[src/rtl/fetch_queue.sv]
// ----------------------------------------------------------------------------
// fetch_queue
//
// Instruction fetch stage that sits directly in front of the frontend decoder.
// It owns the fetch PC and drives the instruction-memory address. It captures
// the returning bytes, together with their PCs, in a small FIFO and hands them
// to the frontend on a valid/ready byte stream. A redirect from the middle end
// flushes everything and restarts fetch at the new PC.
//
// Parameters
//   DEPTH     FIFO entries (power of two, >= 2)
//   RESET_PC  fetch PC loaded on reset
//
// Ports
//   clk          in   1   system clock
//   rst          in   1   synchronous, active-high reset (overrides redirect)
//   redirect     in   1   flush and restart fetch at redirect_pc
//   redirect_pc  in   16  new fetch PC, sampled while redirect=1
//   addr_i       out  16  instruction memory address (= fetch PC)
//   din_i        in   8   memory byte for the address issued last cycle
//   instr        out  8   head byte to the frontend
//   instr_pc     out  16  PC of the head byte
//   instr_valid  out  1   head byte valid
//   instr_ready  in   1   frontend accepts the head byte
//
// Configuration macro
//   FETCH_BYPASS_EN  when defined, a byte returning into an empty FIFO is
//                    presented to the frontend in the same cycle. If the
//                    frontend takes it, the byte is not written to the FIFO.
//                    This cuts the latency from two cycles to one.
// ----------------------------------------------------------------------------
module fetch_queue #(
   parameter int          DEPTH    = 4,
   parameter logic [15:0] RESET_PC = 16'h0000
) (
   input  logic        clk,
   input  logic        rst,
   input  logic        redirect,
   input  logic [15:0] redirect_pc,
   output logic [15:0] addr_i,
   input  logic [7:0]  din_i,
   output logic [7:0]  instr,
   output logic [15:0] instr_pc,
   output logic        instr_valid,
   input  logic        instr_ready
);

   localparam int AW = $clog2(DEPTH);
   localparam int PW = AW + 1;
   localparam logic [PW:0] DEPTH_V = (PW + 1)'(DEPTH);

   // Pointers carry an extra wrap bit.
   // empty: the pointers are equal.
   // full:  the MSBs differ and the lower bits are equal.
   logic [PW-1:0] rd_ptr_reg;
   logic [PW-1:0] wr_ptr_reg;
   logic [15:0]   fetch_pc_reg;
   logic [15:0]   tag_pc_reg;     // PC of the byte currently in flight
   logic          inflight_reg;   // a read was issued last cycle

   logic [7:0]    data_mem [DEPTH];
   logic [15:0]   pc_mem   [DEPTH];

   logic [PW-1:0] fifo_count;
   logic [PW-1:0] count_after_pop;
   logic [PW:0]   credit_used;
   logic          fifo_empty;
   logic          fifo_pop;
   logic          bypass_valid;
   logic          bypass_take;
   logic          push;
   logic          issue;

   assign fifo_count = wr_ptr_reg - rd_ptr_reg;
   assign fifo_empty = (wr_ptr_reg == rd_ptr_reg);
   assign fifo_pop   = !fifo_empty && instr_ready;

`ifdef FETCH_BYPASS_EN
   // The returning byte goes straight to the frontend when nothing is queued
   // ahead of it. A redirect discards the byte, so no bypass happens then.
   assign bypass_valid = fifo_empty && inflight_reg && !redirect;
`else
   assign bypass_valid = 1'b0;
`endif
   assign bypass_take = bypass_valid && instr_ready;

   // The returning byte is stored unless a redirect discards it or the
   // frontend consumed it through the bypass.
   assign push = inflight_reg && !redirect && !bypass_take;

   // Credit check: the entries left after this cycle's pop, plus the byte
   // still landing, must leave room for one more request. A byte consumed
   // through the bypass no longer needs an entry.
   assign count_after_pop = fifo_count - PW'(fifo_pop);
   assign credit_used     = {1'b0, count_after_pop}
                          + (PW + 1)'(inflight_reg && !bypass_take);
   assign issue           = !redirect && (credit_used < DEPTH_V);

   assign addr_i = fetch_pc_reg;

   // Head presentation. The outputs read as zero whenever nothing is valid.
   always_comb begin
      instr       = 8'h00;
      instr_pc    = 16'h0000;
      instr_valid = 1'b0;
      if (!fifo_empty) begin
         instr       = data_mem[rd_ptr_reg[AW-1:0]];
         instr_pc    = pc_mem[rd_ptr_reg[AW-1:0]];
         instr_valid = 1'b1;
      end else if (bypass_valid) begin
         instr       = din_i;
         instr_pc    = tag_pc_reg;
         instr_valid = 1'b1;
      end
   end

   // Control state. Reset outranks redirect, and redirect outranks any push,
   // pop or issue in the same cycle.
   always_ff @(posedge clk) begin
      if (rst) begin
         rd_ptr_reg   <= '0;
         wr_ptr_reg   <= '0;
         inflight_reg <= 1'b0;
         fetch_pc_reg <= RESET_PC;
         tag_pc_reg   <= 16'h0000;
      end else if (redirect) begin
         rd_ptr_reg   <= '0;
         wr_ptr_reg   <= '0;
         inflight_reg <= 1'b0;
         fetch_pc_reg <= redirect_pc;
      end else begin
         if (fifo_pop) begin
            rd_ptr_reg <= rd_ptr_reg + PW'(1);
         end
         if (push) begin
            wr_ptr_reg <= wr_ptr_reg + PW'(1);
         end
         inflight_reg <= issue;
         if (issue) begin
            tag_pc_reg   <= fetch_pc_reg;
            fetch_pc_reg <= fetch_pc_reg + 16'h0001;
         end
      end
   end

   // Storage is not reset. The empty flag masks any stale contents.
   always_ff @(posedge clk) begin
      if (push && !rst) begin
         data_mem[wr_ptr_reg[AW-1:0]] <= din_i;
         pc_mem[wr_ptr_reg[AW-1:0]]   <= tag_pc_reg;
      end
   end

endmodule

[config.mk]
export PLATFORM = sky130hd
export DESIGN_NAME = fetch_queue
export DESIGN_NICKNAME = d
export VERILOG_FILES = /design/src/rtl/fetch_queue.sv
export SDC_FILE = /design/constraint.sdc
export NUM_CORES = 1
export LEC_CHECK = 0
export ABC_AREA = 1
export CORE_ASPECT_RATIO = 0.6
export CORE_MARGIN = 4
export CORE_UTILIZATION = 40
export CTS_BUF_LIST = sky130_fd_sc_hd__clkbuf_8 sky130_fd_sc_hd__clkbuf_16
export CTS_CLUSTER_SIZE = 10
export DETAILED_ROUTE_END_ITERATION = 12
export PLACE_DENSITY = 0.61
export SETUP_SLACK_MARGIN = 0.05
export SLEW_MARGIN = 20
export SYNTH_ARGS = -nofsm -noshare
export SYNTH_HDL_FRONTEND = slang
export SYNTH_SLANG_ARGS = --single-unit
[constraint.sdc]
create_clock -name clk -period 3.59 [get_ports clk]
set_input_delay 1.077 -clock clk [delete_from_list [all_inputs] [get_ports clk]]
set_output_delay 1.077 -clock clk [all_outputs]
set_load 0.01 [all_outputs]
Word level (Yosys, flattened, before mapping)
Memories as Yosys holds them, arrays and structs flattened. A register that Yosys moved wholly into a read port is not among the register bits.
Cells that the tools add are included.
{"block": "classes", "n_addsub": 6, "mul": 0, "n_div": 0, "order_cmp": 1, "eq_ne": 1, "shift": 0, "muxes": 11, "bitwise": 1, "n_reduce_logical": 10}
{"operator": "16-bit two-way mux", "count": 3}
{"operator": "16-bit by 1-bit adder with 16-bit output (second input constant)", "count": 1}
{"operator": "2-bit two-way mux", "count": 4}
{"operator": "8-bit two-way mux", "count": 1}
{"operator": "3-bit by 1-bit adder with 3-bit output (second input constant)", "count": 2}
{"operator": "3-bit by 1-bit adder with 4-bit output", "count": 1}
{"operator": "1-bit logical AND", "count": 4}
{"operator": "4-bit by 3-bit less-than comparator with 1-bit output (second input constant)", "count": 1}
{"operator": "3-bit equality test", "count": 1}
{"operator": "1-bit zero test", "count": 3}
{"operator": "1-bit two-way mux", "count": 3}
{"operator": "3-bit by 1-bit subtractor with 3-bit output", "count": 1}
{"operator": "3-bit subtractor", "count": 1}
{"operator": "2-bit AND reduction", "count": 1}
{"operator": "2-bit nonzero test", "count": 1}
{"operator": "2-bit OR reduction", "count": 1}
{"operator": "1-bit inverter", "count": 1}
{"block": "totals", "register_bits": 39, "latchBits": 0, "mem_bits_rw": 96, "rom_bits": 0, "input_bits": 28, "output_inout_bits": 41, "word_cells": 37, "memories": 2}
{"memory": "pc_mem", "words": 4, "word_bits": 16, "read_ports": 1, "rd_clocked_by_memory_dff": 1, "write_ports": 1, "line_no": "62", "text": "logic [15:0] pc_mem [DEPTH];"}
{"memory": "data_mem", "words": 4, "word_bits": 8, "read_ports": 1, "rd_clocked_by_memory_dff": 1, "write_ports": 1, "line_no": "61", "text": "logic [7:0] data_mem [DEPTH];"}

Depth between registers and ports, before layout
{"block": "depth", "depth_word": 9, "ltp_mapped": 15, "mapped_depth_nobuf": 15}

Least setup slack after synthesis
Ideal clock, no wire load.
{"block": "synth_timing", "path_kind": "input to register", "from": "input port instr_ready", "to": "register fetch_pc_reg[4], in the netlist addr_i[4]", "setup_ns": 0.058, "arrival_time_ns": 2.814, "t_required_ns": 3.532, "setup_slack_ns": 0.717, "stages": 11, "path_buffers": 0, "cell_sequence": "nand2_1 > fa_1 > fa_1 > nand3_1 > nand3_4 > nand2_4 > inv_4 > nand2_1 > nand2_1 > nand2_1 > nand2_1"}
{"block": "synth_via", "elab_chain_len": 6}
{"element": "start: declaration", "line_no": "45", "text": "input logic instr_ready"}
{"element": "1-bit logical AND", "line_no": "76", "text": "assign fifo_pop = !fifo_empty && instr_ready;"}
{"element": "3-bit by 1-bit subtractor with 3-bit output", "line_no": "94", "text": "assign count_after_pop = fifo_count - PW'(fifo_pop);"}
{"element": "3-bit by 1-bit adder with 4-bit output", "line_no": "96", "text": "+ (PW + 1)'(inflight_reg && !bypass_take);"}
{"element": "4-bit by 3-bit less-than comparator with 1-bit output", "line_no": "97", "text": "assign issue = !redirect && (credit_used < DEPTH_V);"}
{"element": "1-bit logical AND", "line_no": "97"}
{"element": "2-bit nonzero test (no line)"}
{"element": "end signal: assignment", "line_no": "130", "text": "fetch_pc_reg <= redirect_pc;"}
{"element": "end signal: assignment", "line_no": "141", "text": "fetch_pc_reg <= fetch_pc_reg + 16'h0001;"}
{"element": "end: declaration", "line_no": "57", "text": "logic [15:0] fetch_pc_reg;"}
No other way between the ends.
A chain may end at the register's enable or synchronous reset.

Worst setup path in the final report
{"block": "layout_timing", "from": "register wr_ptr_reg[1]", "to": "output port instr_pc[10]"}
{"block": "layout_via", "elab_chain_len": 2}
{"element": "start: declaration", "line_no": "56", "text": "logic [PW-1:0] wr_ptr_reg;"}
{"element": "start signal: assignment", "line_no": "136", "text": "wr_ptr_reg <= wr_ptr_reg + PW'(1);"}
{"element": "3-bit equality test", "line_no": "75", "text": "assign fifo_empty = (wr_ptr_reg == rd_ptr_reg);"}
{"element": "16-bit two-way mux", "line_no": "106", "text": "if (!fifo_empty) begin"}
{"element": "end: declaration", "line_no": "43", "text": "output logic [15:0] instr_pc,"}
No other way between the ends.

==> results.md <==
- Worst-path cell chain: xnor2_1 -> nand3_4 -> clkinvlp_4 -> buf_4 -> a21oi_1 -> clkdlybuf4s50_1
- Register bit total from synthesis: 137
- Fraction of registers with async set/reset: 0%
- Startpoint types: flop
- Post-synthesis xor/xnor area fraction: 1.19%
- Adder-cell share of the synthesized area: 2.17%
- Total GRT Usage: 17.3%
- Clock Skew: 0.0123 ns
- Sequential cell area: 0.00370 mm2
- Initial antenna violation count: 0
- Vias/cell: 4.93
- Final-stage net count: 719
- Max cap viols: 0
- Dominant synthesized flop cell: edfxtp_1
- Post-Synthesis Net Count: 638
- Area after DPL: 0.00682 mm2
- Crit share post-route: 94.3%
- CP max FO: 12
- Number of global-route vias before repair: 4,235
- Slowest cell on the critical path: clkdlybuf4s50_1
- Final wirelength: 13.9 mm
- Unrepaired setup endpoints after global routing: no
- I/O Pins: 69
- Largest family of logic cells by synthesized area: simple AND/OR/NAND/NOR gates
- Status: complete, no violations
- Leak: 2.68 nW
- Ys Warns: 0
- Detailed Routing Iterations Pass 1: 5
- Post-DRT Antenna Nets: 0
- Synth Area in Simple Gates: 19.2%
- TNS Setup: 0 ns
- Worst hold slack: 0.505 ns
- Root buffer cell: clkbuf_16
- Clock-pin slew on the worst setup and hold paths: 0.06 ns
- Mapped Avg Cell Area: 9.78 um2
- Worst relative slew slack: 35.9%
- Core Box Area: 0.0140 mm2
- Worst-Skew Late Latency: 0.41 ns
- Area taken by multi-input logic gates: 0.00196 mm2
- Number of synthesized flops with an enable pin: 96
- Unique masters post-synth: 31
- Max reg flops: 64
- Largest net degree at the start of global routing: 50
- CTS Buf Count: 17
- Final setup violation count: 0
- Die area: 0.0168 mm2
- Hold Crit Class: reg2reg
- Final Wtd Congestion: 0.872
- H-tree levels: 4
- Sequential area share after synthesis: 63.0%
- Worst-Margin Slew: 0.961 ns
- CTS Buffer Depth: 2
- Initial Util: 42.0%
- CP Class: reg2out
- Crit path time final: 3.39 ns
- DR WL/cell: 15.7 um
- Fin util: 53.3%
- First DRT Iteration DRCs: 399
- Total grt overflow: 0
- Share of cells above drive strength 1: 10.4%
- Die height: 102 um
- Final WS setup: 0.204 ns
- Dpl ws: 0.0765 ns
- Critical Path AT: 2.31 ns
- Mux contribution to synthesized area: 0%
- CTS Sinks: 137
- Endpoint type of the worst setup path: output pin
- Endpoints failing hold: 0
- Die Span X: 164 um
- Worst-case vdd ir drop: 0.401 mV
- Synth-to-layout area growth: 26.9%
- First-pass GRT wire length: 22.3 mm
- CP max stage delay: 0.58 ns
- Worst endpoint required time: 2.51 ns
- Fmax: 295 MHz
- CTS tree: yes
- P per Cell Area: 514 mW/mm2
- I/O Buffers: 68
- Gate Count Post-Synth: 601
- CTS hold repair buffers: 0
- Final Max Slew Viols: 0
- Mapped Area: 0.00588 mm2
- Routed via count: 4,377
- Fin area: 0.00746 mm2
- DRC: 0
- # fillers: 1,197
- N_diodes: 0
- FP Rows: 33
- Synth Area in Compound Gates: 10.3%
- Dpl hpwl: 8.81 mm
-- routing by layer --
metal / track usage (%) / wire length (um) / up-vias
li1: - / - / 2194
met1: 26.1 / 7220 / 2031
met2: 24.6 / 5660 / 137
met3: 4.51 / 908 / 15
met4: 5.30 / 156 / 0
met5: 0 / 0 / -
-- cells by family (layout without fill, tap and decap cells) --
kind of cell,Yosys count,after routing
compound gates,120,120
xor+xnor,8,8
fa+ha+maj,9,9
buf+inv,58,152
flops,137,137
simple gates,269,269
-- path summary, 6_finish.rpt --
kind | start | endpoint | slack, ns | depth (start not counted)
worst max-delay path | wr_ptr_reg[1]$_SDFFE_PP0P_ | instr_pc[10] | 0.20 | 6
worst min-delay path | wr_ptr_reg[2]$_SDFFE_PP0P_ | wr_ptr_reg[2]$_SDFFE_PP0P_ | 0.51 | 2
worst max register to register | wr_ptr_reg[1]$_SDFFE_PP0P_ | tag_pc_reg[11]$_SDFFE_PP0P_ | 0.81 | 10
worst min register to register | wr_ptr_reg[2]$_SDFFE_PP0P_ | wr_ptr_reg[2]$_SDFFE_PP0P_ | 0.51 | 2
-- cells in the mapped netlist, drive strengths merged (7+ instances only) --
| library cell | instances | area share, % |
|---|---|---|
| edfxtp | 96 | 49 |
| ha | 7 | 1.5 |
| nand2 | 84 | 5.5 |
| clkbuf | 13 | 0.83 |
| nand3 | 23 | 2.3 |
| inv | 34 | 2.3 |
| a21oi | 37 | 3.2 |
| o21ai | 81 | 6.9 |
| dfxtp | 41 | 14 |
| nor2 | 154 | 10 |
| buf | 11 | 1.0 |
-- stage by stage --
step,total power [mW],instances
floorplan,2.00,601
global placement,2.17,850
detailed placement,2.17,850
CTS,3.85,887
global route,3.98,887
finish,3.83,887
-- critical path: cells and delay by family (launching register included) --
family | cells | cell delay, ns
xor+xnor | 1 | 0.17
buf+inv | 3 | 0.87
compound gates | 1 | 0.22
simple gates | 1 | 0.17
flops | 1 | 0.47
-- final cells by class --
cell class	count	share of cell area [%]
clock buffer	17	5.70
clock inverter	15	2.06
inverter	34	1.83
multi-input combinational	406	26.3
sequential	137	49.7
tap	192	3.22
timing repair buffer	85	11.2
timing repair inverter	1	0.101
-- layout by cell type (no fill, tap or decap), types with 7 or more instances in the layout --
cell type        count
nor2_1             146
edfxtp_1            96
nand2_1             83
o21ai_0             77
clkdlybuf4s50_1     68
dfxtp_1             41
a21oi_1             36
inv_1               27
nand3_1             20
clkbuf_16           17
buf_4               15
clkinvlp_4           8
nor2_2               7
ha_1                 7
-- where the power goes --
group          internal [mW]  switching, mW  leakage (nW)
logic                  0.160          0.195          1.20
clock network           1.02          0.654         0.265
registers               1.74         0.0602          1.22
-- timing repair --
item / CTS / global route
setup endpoints to repair: 24 / 5
hold endpoints to repair: 0 / 0
setup buffers: 4 / 0
resized for setup: 3 / 2
cloned: 1 / 0
No activity file was read; power rests on OpenSTA's default activity.
